## src/rtl/vga_pattern_scheduler_if.sv

```systemverilog
`default_nettype none
// ============================================================================
// Module      : vga_pattern_scheduler_if
// Description : Mode-request handshake between a controller (master) and the
//               VGA pattern scheduler (slave).
//                 mode_valid  master->slave  request valid
//                 mode        master->slave  requested mode (0..3)
//                 mode_ready  slave->master  scheduler can accept a request
// Revision    : 1.0 - initial release
// ============================================================================
interface vga_pattern_scheduler_if;
   logic       mode_valid;
   logic [1:0] mode;
   logic       mode_ready;

   modport master (output mode_valid, output mode, input mode_ready);
   modport slave  (input mode_valid, input mode, output mode_ready);
endinterface
`default_nettype wire

```

## src/rtl/vga_pattern_scheduler.sv

```systemverilog
`default_nettype none
// ============================================================================
// Module      : vga_pattern_scheduler
// Description : Selects the pixel colour for a VGA raster. Four patterns
//               (SOLID, BARS, CHECKER, CYCLE); mode requests are accepted
//               via a valid/ready handshake and applied only at frame
//               boundaries. The user colour is sampled once per frame.
// Ports       : clk_100MHz  system clock
//               reset       asynchronous active-high reset
//               p_tick      pixel enable (1 clk every 4)
//               video_on    visible-area flag
//               x, y        current pixel column / row
//               sw          user colour {R,G,B}
//               req         mode-request handshake (slave side)
//               active_mode mode currently displayed
//               frame_end   1-clk pulse at the frame boundary
//               frame_cnt   frames since reset (mod 256)
//               rgb         registered pixel colour
// Revision    : 1.0 - initial release
// ============================================================================
module vga_pattern_scheduler #(
   parameter int FRAMES_PER_STEP = 60,
   parameter int H_ACTIVE        = 640,
   parameter int V_ACTIVE        = 480
) (
   input  wire                          clk_100MHz,
   input  wire                          reset,
   input  wire                          p_tick,
   input  wire                          video_on,
   input  wire  [9:0]                   x,
   input  wire  [9:0]                   y,
   input  wire  [11:0]                  sw,
   vga_pattern_scheduler_if.slave       req,
   output logic [1:0]                   active_mode,
   output logic                         frame_end,
   output logic [7:0]                   frame_cnt,
   output logic [11:0]                  rgb
);

   localparam logic [1:0] MODE_SOLID   = 2'd0;
   localparam logic [1:0] MODE_BARS    = 2'd1;
   localparam logic [1:0] MODE_CHECKER = 2'd2;
   localparam logic [1:0] MODE_CYCLE   = 2'd3;

   localparam logic [7:0] DIV_LAST  = 8'(FRAMES_PER_STEP - 1);
   // Bar width is one eighth of the visible line (80 px at 640).
   localparam int         BAR_W     = H_ACTIVE / 8;

   typedef enum logic [0:0] {
      ST_IDLE    = 1'b0,
      ST_PENDING = 1'b1
   } state_t;

   state_t      state_q, state_d;
   logic [1:0]  pending_q, pending_d;
   logic [1:0]  active_q, active_d;
   logic [11:0] color_q;
   logic [2:0]  step_q;
   logic [7:0]  div_q;
   logic [7:0]  frame_cnt_q;
   logic [11:0] rgb_q;

   logic [2:0]  bar_idx;
   logic [11:0] pattern;
   logic        enter_cycle;

   function automatic logic [11:0] bar_color(input logic [2:0] idx);
      case (idx)
         3'd0:    bar_color = 12'hFFF;
         3'd1:    bar_color = 12'hFF0;
         3'd2:    bar_color = 12'h0FF;
         3'd3:    bar_color = 12'h0F0;
         3'd4:    bar_color = 12'hF0F;
         3'd5:    bar_color = 12'hF00;
         3'd6:    bar_color = 12'h00F;
         default: bar_color = 12'h000;
      endcase
   endfunction

   // Gated by reset so the pulse is low while reset is held.
   assign frame_end = ~reset & p_tick & (x == 10'd0) & (y == 10'(V_ACTIVE));

   // Bar index = number of bar boundaries at or left of x.
   assign bar_idx = 3'(x >= 10'(1 * BAR_W)) + 3'(x >= 10'(2 * BAR_W))
                  + 3'(x >= 10'(3 * BAR_W)) + 3'(x >= 10'(4 * BAR_W))
                  + 3'(x >= 10'(5 * BAR_W)) + 3'(x >= 10'(6 * BAR_W))
                  + 3'(x >= 10'(7 * BAR_W));

   always_comb begin
      pattern = color_q;
      case (active_q)
         MODE_SOLID:   pattern = color_q;
         MODE_BARS:    pattern = bar_color(bar_idx);
         MODE_CHECKER: pattern = (x[5] ^ y[5]) ? ~color_q : color_q;
         MODE_CYCLE:   pattern = bar_color(step_q);
         default:      pattern = color_q;
      endcase
   end

   // ---------------- request FSM ----------------
   always_ff @(posedge clk_100MHz or posedge reset) begin
      if (reset) begin
         state_q   <= ST_IDLE;
         pending_q <= MODE_SOLID;
         active_q  <= MODE_SOLID;
      end else begin
         state_q   <= state_d;
         pending_q <= pending_d;
         active_q  <= active_d;
      end
   end

   // A request captured in IDLE is only looked at from PENDING, so one
   // accepted on a frame_end cycle waits for the following frame_end.
   always_comb begin
      state_d   = state_q;
      pending_d = pending_q;
      active_d  = active_q;
      case (state_q)
         ST_IDLE: begin
            if (req.mode_valid) begin
               pending_d = req.mode;
               state_d   = ST_PENDING;
            end
         end
         ST_PENDING: begin
            if (frame_end) begin
               active_d = pending_q;
               state_d  = ST_IDLE;
            end
         end
         default: state_d = ST_IDLE;
      endcase
   end

   assign enter_cycle = (state_q == ST_PENDING) && frame_end &&
                        (pending_q == MODE_CYCLE) && (active_q != MODE_CYCLE);

   // ---------------- datapath ----------------
   always_ff @(posedge clk_100MHz or posedge reset) begin
      if (reset) begin
         color_q     <= 12'h000;
         step_q      <= 3'd0;
         div_q       <= 8'd0;
         frame_cnt_q <= 8'd0;
         rgb_q       <= 12'h000;
      end else begin
         if (frame_end) begin
            color_q     <= sw;
            frame_cnt_q <= frame_cnt_q + 8'd1;
         end

         if (enter_cycle || (active_q != MODE_CYCLE)) begin
            step_q <= 3'd0;
            div_q  <= 8'd0;
         end else if (frame_end) begin
            if (div_q == DIV_LAST) begin
               div_q  <= 8'd0;
               step_q <= step_q + 3'd1;
            end else begin
               div_q  <= div_q + 8'd1;
            end
         end

         if (p_tick) begin
            rgb_q <= video_on ? pattern : 12'h000;
         end
      end
   end

   assign req.mode_ready = (state_q == ST_IDLE);
   assign active_mode    = active_q;
   assign frame_cnt      = frame_cnt_q;
   assign rgb            = rgb_q;

endmodule
`default_nettype wire

```

## src/flat_wrapper.sv

```systemverilog
// flat-port wrapper written by rule: the top's interface ports become plain ports
module vga_pattern_scheduler_flat 
#(
   parameter int FRAMES_PER_STEP = 60,
   parameter int H_ACTIVE        = 640,
   parameter int V_ACTIVE        = 480
)
  (clk_100MHz, reset, p_tick, video_on, x, y, sw, active_mode, frame_end, frame_cnt, rgb, req_mode_valid, req_mode, req_mode_ready);
  vga_pattern_scheduler_if req_i ();
  input  wire clk_100MHz;
  input  wire reset;
  input  wire p_tick;
  input  wire video_on;
  input  wire  [9:0] x;
  input  wire  [9:0] y;
  input  wire  [11:0] sw;
  output logic [1:0] active_mode;
  output logic frame_end;
  output logic [7:0] frame_cnt;
  output logic [11:0] rgb;
  input wire logic [$bits(req_i.mode_valid)-1:0] req_mode_valid;
  input wire logic [$bits(req_i.mode)-1:0] req_mode;
  output wire logic [$bits(req_i.mode_ready)-1:0] req_mode_ready;
  assign req_i.mode_valid = req_mode_valid;
  assign req_i.mode = req_mode;
  assign req_mode_ready = req_i.mode_ready;
  vga_pattern_scheduler #(.FRAMES_PER_STEP(FRAMES_PER_STEP), .H_ACTIVE(H_ACTIVE), .V_ACTIVE(V_ACTIVE)) u_core (.clk_100MHz(clk_100MHz), .reset(reset), .p_tick(p_tick), .video_on(video_on), .x(x), .y(y), .sw(sw), .req(req_i), .active_mode(active_mode), .frame_end(frame_end), .frame_cnt(frame_cnt), .rgb(rgb));
endmodule
```

## config.mk

```make
export PLATFORM = sky130hd
export DESIGN_NAME = vga_pattern_scheduler_flat
export DESIGN_NICKNAME = d
export VERILOG_FILES = /design/src/rtl/vga_pattern_scheduler_if.sv /design/src/rtl/vga_pattern_scheduler.sv /design/src/flat_wrapper.sv
export SDC_FILE = /design/constraint.sdc
export NUM_CORES = 1
export LEC_CHECK = 0
export BUFFER_PORTS_ARGS = -buffer_cell sky130_fd_sc_hd__clkbuf_2
export CORE_MARGIN = 1
export CORE_UTILIZATION = 43
export CTS_BUF_LIST = sky130_fd_sc_hd__clkbuf_16
export DETAILED_ROUTE_END_ITERATION = 7
export PLACE_DENSITY = 0.78
export SLEW_MARGIN = 20
export SYNTH_ARGS = -nofsm -noshare
export SYNTH_HDL_FRONTEND = slang
export SYNTH_SLANG_ARGS = --single-unit
```

## constraint.sdc

```tcl
create_clock -name clk_100MHz -period 2.05 [get_ports clk_100MHz]
set_input_delay 0.205 -clock clk_100MHz [delete_from_list [all_inputs] [get_ports clk_100MHz]]
set_output_delay 0.205 -clock clk_100MHz [all_outputs]
set_load 0.05 [all_outputs]
```

==> out/qor.txt <==
status - finished, violations left
failing checks - DRC, setup timing
fraction of the mapped netlist area in adder cells - 0.0655
DRC violations left - 2
VDD IR-drop max - 336 uV
Chip Width - 83.1 um
pin count of the biggest net entering global routing - 23
vias in the first global route - 2484
CTS root buffer - clkbuf_16
Non-Filler Cell Area, Final - 3610 um2
Flop pwr share - 0.464
prevailing post-synth register cell - dfrtp_1
Placed Area - 3390 um2
Pint - 1.54 mW
clock latency on the worst-skew pair - 0.29 ns
CP startpoint kind - input port
CTS tree - done
Final period util - 1.29
# clock sinks - 48
Slew HR - 0.604
Hold Crit Class - in2reg
RSZ-0062 raised after global routing - true
xor/xnor share of the synthesized area - 0.0434
via count - 2484
area grow syn2layout - 27.9%
final hold vios - 0
worst-path fanout max - 6
Final ANT Viol Nets - 0
die area - 6900 um2
area leader, netlist - dfrtp_1
final setup vio count - 12
register area share after synthesis - 0.425
worst slew pin tran - 0.594 ns
WL final - 6.86 mm
total congestion overflow - 0
main combinational cell family by area after synthesis - simple AND/OR/NAND/NOR gates
antenna fix cells - 0
total CTS buffers - 5
TritonRoute pass-1 iters - 6
Comb power frac - 0.148
Syn. warnings - 0
fillers - 546
Max Transition Viols Final - 0
Netlist cell types - 56
Post-Synth Simple-Gate Area - 0.194
initial core utilization - 0.445
Setup TNS - -5.34 ns
CORE AREA - 6350 um2
CTS H-tree lvls - 2
syn avg cell area - 9.88 um2
final core occ - 0.569
Total GRT Usage - 0.210
Clk network pwr share - 0.388
mapped cell area - 2830 um2
Final min period - 2.64 ns
clk slew on worst S/H paths - 0.06 ns
PortBufs - 62
Die Y - 83.1 um
mux cell area share after synthesis - 0.0784
via density per instance - 5.63
Synth top cells by count - dfrtp_1 (48), a21oi_1 (20), inv_1 (20), nand2_1 (20), mux2_1 (15)
CP Data Required Time - 2.25 ns
first-pass GRT wire length - 11.7 mm
sw frac - 0.249
Power Density - 568 nW/um2
post-DP HPWL - 5.19 mm
1st-iter DRT viols - 123
#FFs+latches synth - 48
Crit Path Class - in2reg
Peak Freq - 378 MHz
max cap viols - 0
Post-Route Skew - 0.00525 ns
IO Count - 63
Final nets - 415
asr flop ratio synth - 1.00
Bufs on Longest Clock Path - 2
Syn Inst Count - 286
Placed Cells - 431
FP Rows - 29
ranking of synthesized cells by area - dfrtp_1 (42%), mux2_1 (6.0%), ha_1 (4.4%)
most common cell in the synthesized netlist - dfrtp_1
Layout Cells excl Fill - 441
NetSw - 0.512 mW
initial antenna violation count - 0
crit path DAT - 2.85 ns
setup ws final - -0.594 ns
drt wl/cell - 15.5 um
EDFF count, synth - 0
share of layout cells above drive strength 1 - 0.321
Synth Area in Compound Gates - 0.148
Synth top area share - 0.425
Mapped Nets - 338
CP Capture Type - flip-flop
GPL Wtd Cong - 0.865
Leak - 1.70 nW
## kinds of logic after synthesis
kind of cell,count (synthesis)
compound gates,67
flops,48
xor+xnor,14
buf+inv,31
mux,20
fa+ha+maj,13
simple gates,93
## metrics by stage
| stage | hold slack [ns] | power, mW | worst slack, ns |
|---|---|---|---|
| global placement | 0.269 | 1.23 | -0.877 |
| CTS | 0.131 | 2.06 | -0.667 |
| floorplan | 0.330 | 1.13 | -0.670 |
| global route | 0.136 | 2.13 | -0.725 |
| detailed placement | 0.285 | 1.23 | -0.975 |
| finish | 0.134 | 2.05 | -0.594 |
## power groups by stage
stage | Sequential (mW) | Clock [mW] | Combinational (mW)
after floorplan | 0.971 | 0 | 0.157
after CTS | 0.953 | 0.816 | 0.289
final | 0.954 | 0.797 | 0.303
after global routing | 0.954 | 0.849 | 0.332
after global placement | 0.971 | 0 | 0.254
after detailed placement | 0.971 | 0 | 0.261
## registers in the layout (all words and copies together), names as in the netlist
signal,flops
u_core.frame_cnt,8
u_core.rgb,12
u_core.pending_q,2
u_core.div_q,8
u_core.active_mode,2
u_core.color_q,12
u_core.state_q,1
u_core.step_q,3
## layout make-up
| cell class | count | area [um2] | share of cell area |
|---|---|---|---|
| Clock buffer | 5 | 125 | 0.0346 |
| Clock inverter | 3 | 18.8 | 0.00519 |
| Inverter | 20 | 75.1 | 0.0208 |
| Multi-Input combinational cell | 207 | 1610 | 0.447 |
| Sequential cell | 48 | 1200 | 0.332 |
| Tap cell | 77 | 96.3 | 0.0267 |
| Timing Repair Buffer | 81 | 484 | 0.134 |
## worst max-delay path, cell delays in order
cell	delay [ns]
clkbuf_8	0.12
and3_4	0.18
a21boi_2	0.06
fa_1	0.56
fa_1	0.43
inv_2	0.08
ha_4	0.12
inv_2	0.03
fa_2	0.57
nor2b_4	0.06
o22ai_4	0.19
o21ai_1	0.09
o22ai_1	0.14
## metal layers
| layer | global-route usage | wire length (um) |
|---|---|---|
| met1 | 0.265 | 3040 |
| met3 | 0.0417 | 307 |
| met2 | 0.362 | 3450 |
| met5 | 0 | 0 |
| met4 | 0.0627 | 58 |
## what timing repair did
item	in CTS	in global routing
buffers inserted	1	0
hold endpoints to repair	20	0
hold buffers	1	0
pin swaps	12	12
setup endpoints to repair	12	12
gates resized for setup	6	9
## cell usage in the layout (no fill, tap or decap), types with 4 or more instances in the layout
cell type,count
o22ai_1,8
inv_1,17
and3_1,5
o311ai_1,4
nor3_1,7
buf_4,18
nand2b_1,7
o21ai_0,6
nor2_1,9
nand3_1,9
clkbuf_2,58
nand2_1,19
mux2_1,15
dfrtp_1,48
clkbuf_16,5
xor2_1,11
ha_1,9
o21ai_1,7
a21oi_1,19
## path summary, 6_finish.rpt
| kind | startpoint | to | slack, ns | depth (start not counted) |
|---|---|---|---|---|
| worst min-delay path | sw[8] | u_core.color_q[8] | 0.13 | 2 |
| worst max register to register | u_core.step_q[0] | u_core.rgb[7] | 0.18 | 6 |
| worst max-delay path | x[5] | u_core.rgb[10] | -0.59 | 13 |
| min in group asynchronous | reset | u_core.active_mode[1] | 0.52 | 3 |
| max in group asynchronous | reset | u_core.color_q[6] | 0.92 | 4 |
| worst min register to register | u_core.frame_cnt[7] | u_core.frame_cnt[7] | 0.47 | 1 |
No activity file was read; power rests on OpenSTA's default activity.
